**config.mk**
```make
export PLATFORM = sky130hd
export DESIGN_NAME = itch_add_order_parser
export DESIGN_NICKNAME = d
export VERILOG_FILES = /design/src/rtl/itch_add_order_parser.sv
export SDC_FILE = /design/constraint.sdc
export NUM_CORES = 1
export LEC_CHECK = 0
export CAP_MARGIN = 20
export CORE_MARGIN = 3
export CORE_UTILIZATION = 49
export CTS_CLUSTER_SIZE = 20
export DETAILED_ROUTE_END_ITERATION = 10
export PLACE_DENSITY = 0.8
export SYNTH_ARGS = -nofsm -noshare
export SYNTH_HDL_FRONTEND = slang
export SYNTH_SLANG_ARGS = --single-unit
```
**constraint.sdc**
```tcl
create_clock -name clk -period 3.1 [get_ports clk]
set_clock_uncertainty 0.1 [all_clocks]
set_input_delay 0.62 -clock clk [delete_from_list [all_inputs] [get_ports clk]]
set_output_delay 0.62 -clock clk [all_outputs]
set_load 0.05 [all_outputs]
```
**src/rtl/itch_add_order_parser.sv**
```systemverilog
// Byte-serial ITCH Add Order (type 0x41) frame parser feeding the order book add-order stage.
// Non-Add frames are skipped, malformed Add frames dropped; both are counted with saturation.
module itch_add_order_parser #(
  parameter logic [7:0]  MSG_TYPE_ADD = 8'h41,
  parameter int unsigned CNT_W        = 16
) (
  input  logic             clk,
  input  logic             rst,
  input  logic             in_valid,
  input  logic [7:0]       in_data,
  input  logic             in_last,
  output logic             in_ready,
  output logic             out_valid,
  output logic [31:0]      out_order_id,
  output logic [31:0]      out_quantity,
  output logic [63:0]      out_price,
  input  logic             out_ready,
  output logic [CNT_W-1:0] skip_count,
  output logic [CNT_W-1:0] err_count
);

  localparam int unsigned      IDX_W    = 5;
  localparam logic [IDX_W-1:0] LAST_IDX = IDX_W'(16);
  localparam logic [IDX_W-1:0] ID_END   = IDX_W'(4);
  localparam logic [IDX_W-1:0] QTY_END  = IDX_W'(8);

  typedef enum logic [2:0] {
    IDLE,
    COLLECT,
    SKIP,
    DRAIN,
    PRESENT
  } state_t;

  state_t           state;
  logic [IDX_W-1:0] idx;
  logic             accept;

  assign accept = in_valid && in_ready;

  function automatic logic [CNT_W-1:0] sat_inc(input logic [CNT_W-1:0] c);
    return (&c) ? c : c + CNT_W'(1);
  endfunction

  // Frame FSM; in_ready is kept as a register mirroring "state != PRESENT".
  always_ff @(posedge clk) begin
    if (rst) begin
      state        <= IDLE;
      idx          <= '0;
      in_ready     <= 1'b1;
      out_valid    <= 1'b0;
      out_order_id <= '0;
      out_quantity <= '0;
      out_price    <= '0;
      skip_count   <= '0;
      err_count    <= '0;
    end else begin
      case (state)
        IDLE: begin
          if (accept) begin
            if (in_data == MSG_TYPE_ADD) begin
              if (in_last) begin
                err_count <= sat_inc(err_count);
              end else begin
                state <= COLLECT;
                idx   <= IDX_W'(1);
              end
            end else if (in_last) begin
              skip_count <= sat_inc(skip_count);
            end else begin
              state <= SKIP;
            end
          end
        end

        COLLECT: begin
          if (accept) begin
            // Fields are shifted in MSB first; idx picks the destination field.
            if (idx <= ID_END) begin
              out_order_id <= {out_order_id[23:0], in_data};
            end else if (idx <= QTY_END) begin
              out_quantity <= {out_quantity[23:0], in_data};
            end else begin
              out_price <= {out_price[55:0], in_data};
            end
            idx <= idx + IDX_W'(1);
            if (idx == LAST_IDX) begin
              if (in_last) begin
                state     <= PRESENT;
                out_valid <= 1'b1;
                in_ready  <= 1'b0;
              end else begin
                state     <= DRAIN;
                err_count <= sat_inc(err_count);
              end
            end else if (in_last) begin
              state     <= IDLE;
              err_count <= sat_inc(err_count);
            end
          end
        end

        SKIP: begin
          if (accept && in_last) begin
            state      <= IDLE;
            skip_count <= sat_inc(skip_count);
          end
        end

        DRAIN: begin
          if (accept && in_last) begin
            state <= IDLE;
          end
        end

        PRESENT: begin
          if (out_ready) begin
            state     <= IDLE;
            out_valid <= 1'b0;
            in_ready  <= 1'b1;
          end
        end

        default: begin
          state     <= IDLE;
          out_valid <= 1'b0;
          in_ready  <= 1'b1;
        end
      endcase
    end
  end

endmodule

```
**Yosys cells after proc, flatten, opt, wreduce, memory -nomap -nowiden**

Index checks and enable logic that the tools add are counted.

- Bits in registers: 170
- Bits of input ports: 13
- Output and inout bits: 162
- Word-level logic and storage cells: 93

- $add $sub $neg: 3
- Order comparisons: 2
- Equality and inequality tests: 19
- Muxes and demuxes: 40
- Bitwise operators: 3
- Reduce and logical (&&, ||, !) cells: 17

Operator list:

| operator | count |
|---|---|
| $mux 16 | 12 |
| $pmux 16 s2 | 2 |
| $add 16x1->16 const B | 2 |
| $reduce_and 16->1 | 2 |
| $mux 3 | 10 |
| $mux 5 | 4 |
| $ne 2x2->1 const B | 10 |
| $reduce_and 5->1 | 4 |
| $pmux 3 s4 | 1 |
| $pmux 5 s2 | 1 |
| $eq 8x7->1 const B | 1 |
| $mux 1 | 8 |
| $reduce_and 4->1 | 2 |
| $eq 3x2->1 const B | 2 |
| $ne 3x3->1 const B | 2 |
| $pmux 1 s3 | 2 |
| $reduce_and 6->1 | 1 |
| $add 5x1->5 const B | 1 |
| $eq 5x5->1 const B | 1 |
| $le 5x3->1 const B | 1 |
| $le 5x4->1 const B | 1 |
| $reduce_bool 2->1 | 2 |
| $eq 3x1->1 const B | 1 |
| $eq 3x3->1 const B | 1 |
| 7 further kinds | 10 |

**Longest topological paths before layout**

- Depth after elaboration: 6
- Mapped depth: 9
- Depth with buffers taken out: 7

**Worst setup path before layout**

No wires, ideal clock.

- Kind: input to register
- Start point: in in_data[1]
- End point: reg err_count[0]
- Setup time: 0.123 ns
- Arrival: 2.286 ns
- Path slack: 0.590 ns
- Cell stages on the path: 6
- Buffers on the path: 1
- Path through: or4b_1 -> clkbuf_1 -> nor3_4 -> nor2_1 -> nor4_2 -> mux2_1

- Word-level cells in the longest chain between the ends: 3

RTL lines:

| what | RTL line | RTL |
|---|---|---|
| from (decl) | 10 | `input logic [7:0] in_data,` |
| $eq 8x7->1 | 61 | `if (in_data == MSG_TYPE_ADD) begin` |
| $ne 2x2->1 (no line) | n/a |  |
| $reduce_and 5->1 (no line) | n/a |  |
| to (signal assigned) | 63 | `err_count <= sat_inc(err_count);` |
| to (signal assigned) | 94 | `err_count <= sat_inc(err_count);` |
| to (signal assigned) | 98 | `err_count <= sat_inc(err_count);` |
| to (decl) | 19 | `output logic [CNT_W-1:0] err_count` |

Every way passes these cells.
A chain may end at the register's enable or synchronous reset.

**Worst setup path after layout**

- Start point: in in_data[4]
- End point: reg err_count[0]

Same word-level chain as after synthesis.

==> run summary <==
Syn. warnings - 0
first-pass GRT wire length - 28400 um
wirelength, routed - 18400 um
hold depth - 2
Slew headroom - 45.4%
DIE AREA - 15200 um2
Final setup viols - 0
average wire per standard cell - 15.4 um
Synthesized Nets - 867
Synth Flop Type - dfxtp_1
Bufs on Longest Clock Path - 2
Worst Hold Margin - 0.354 ns
# IOs - 175
PwrDens - 483 nW/um2
Worst Hold Class - reg2reg
top cells by count, synth - nand2_1 (275), dfxtp_1 (170), a21oi_1 (142)
post-route cell area - 9380 um2
Yosys top cell area share - 50.3%
worst slew pin tran - 0.811 ns
dpl hpwl - 12400 um
CP endpoint kind - register
drt pass-1 iters - 5
synthesis-stage register bit count - 170
hold path endpoint - out_order_id[28]
Core ar. - 13300 um2
Syn Area/Cell - 7.96 um2
global route overflow - 0
Post-Route Utilization - 70.3%
cells after synthesis - 850
CTS H-tree depth - 4
PostCTS Resize Cnt - 0
DR vias/cell - 5.39
Max Cap Viol - 0
vias in the first global route - 5606
share of layout cells above drive strength 1 - 6.64%
DRT antenna net count - 0
CTS buffer count - 17
worst reg2reg path endpoint - err_count[0]
final period utilization - 86.8%
Crit Path Category - in2reg
Seq/Total Area, Yosys - 50.3%
critical path fanouts, max - 11
reg2reg start - idx[0]
Yosys top cell by area - dfxtp_1
GRT Util Overall - 23.5%
VDD IR max - 0.398 mV
Hold Startpoint - out_order_id[28]
Reg2Reg Depth - 7
CP Data Required Time - 3.30 ns
post-synthesis async set-or-reset flop share - 0%
crit start category - input port
buffer count from post-CTS setup fixing - 0
Initial Util - 50.7%
Detailed Route Iter0 Violations - 563
status - completed
synth unique cells - 55
Hold Buf Count CTS - 0
final hold viol count - 0
largest cells by area after synthesis - dfxtp_1 (50%), nand2_1 (15%), a21oi_1 (11%), clkbuf_1 (2.3%), nor2_1 (1.7%)
worst path arrival time - 2.89 ns
Final nets - 1030
worst skew pair latency - 0.42 ns
Max Clk Rate - 0.372 GHz
Clk Tree Root Cell - clkbuf_16
area grow syn2layout - 38.8%
LEAKAGE - 2.98 nW
unrepaired setup endpoints after global routing - no
antenna fix cells - 0
EDFF count, synth - 0
Placed Area - 8770 um2
cell with the most instances after synthesis - nand2_1
I/O Buffers - 174
Die Ht - 123 um
Clock Sink Count - 170
min cycle time layout - 2.69 ns
clock-pin slew on the worst setup and hold paths - 0.06 ns
Slew Viols, Final - 0
Reg2Reg Setup Slack - 0.64 ns
DR vias - 6471
largest net degree at the start of global routing - 113
DRC Markers - 0
RePlAce Congestion - 0.868
initial antenna violation count - 0
die width - 123 um
Post-Syn Area - 6760 um2
# rows - 42
CTS tree - built
-- critical path, stage by stage --
cell	delay (ns)
clkdlybuf4s50_1	0.41
or4b_1	0.68
nor3_4	0.23
nor2_1	0.20
nor4_2	0.38
mux2_1	0.36
-- through the flow --
stage | TNS [ns] | setup WS [ns] | std cells | power (mW)
2_1_floorplan | 0 | 0.590 | 850 | 2.31
3_3_place_gp | 0 | 0.0496 | 1170 | 2.37
3_5_place_dp | -0.0321 | -0.0321 | 1170 | 2.37
4_1_cts | 0 | 0.409 | 1200 | 4.56
5_1_grt | 0 | 0.344 | 1200 | 4.67
6_report | 0 | 0.410 | 1200 | 4.53
-- cell families (layout without fill, tap and decap cells) --
group | count (synthesis) | after routing | synth area share (%)
AO/OA/AOI/OAI | 182 | 182 | 15.3
XOR/XNOR | 11 | 11 | 1.42
adder cells (fa/ha/maj) | 4 | 4 | 0.740
buffers and inverters | 65 | 239 | 3.81
flip-flops | 170 | 170 | 50.3
multiplexers | 6 | 6 | 0.944
AND/OR/NAND/NOR | 412 | 412 | 27.4
-- cell type report --
class                      count  area (um2)
fill                        1117        3960
sequential                   170        3400
multi-input combinational    615        3130
timing repair buffer         201        1990
clock buffer                  20         447
tap                          176         220
clock inverter                10         166
inverter                       8        30.0
-- metal layers --
| layer | wire (um) | up-vias | track usage (%) |
|---|---|---|---|
| met4 | 281 | 0 | 6.71 |
| met1 | 7800 | 3027 | 30.9 |
| li1 | - | 3223 | - |
| met5 | 0 | - | 0 |
| met2 | 9190 | 198 | 38.3 |
| met3 | 1160 | 23 | 6.27 |
-- layout by cell type, fill, tap and decap left out, drive strengths merged, types with 6 or more instances in the layout --
| cell | n |
|---|---|
| o31ai | 8 |
| nand4 | 13 |
| o21a | 6 |
| clkbuf | 20 |
| nand2 | 275 |
| nand3 | 15 |
| clkdlybuf4s50 | 173 |
| nor4 | 17 |
| or4 | 9 |
| xnor2 | 11 |
| a21oi | 142 |
| nor3 | 18 |
| inv | 10 |
| nor2 | 30 |
| nor2b | 7 |
| buf | 28 |
| dfxtp | 170 |
-- flip-flops by register name, indices dropped and copies added, names as in the netlist --
name / count
out_price: 64
out_order_id: 32
out_quantity: 32
err_count: 16
skip_count: 16
idx: 5
state: 3
in_ready: 1
out_valid: 1
-- worst max-delay path by stage --
stage | from | endpoint | slack (ns) | cells past startpoint
4_1_cts | in_data[4] | err_count[0] | 0.41 | 6
3_5_place_dp | in_data[4] | err_count[0] | -0.03 | 6
2_1_floorplan | in_data[1] | err_count[0] | 0.59 | 6
5_1_grt | in_data[4] | err_count[9] | 0.34 | 6
6_report | in_data[4] | err_count[0] | 0.41 | 6
3_3_place_gp | in_data[4] | err_count[0] | 0.05 | 6
-- power breakdown --
part,switching [mW],internal [mW],total (mW)
Combinational,0.0787,0.0445,0.123
Clock,0.845,1.37,2.21
Sequential,0.00921,2.19,2.20
Total,0.933,3.60,4.53
Power figures use the tool's default switching activity.
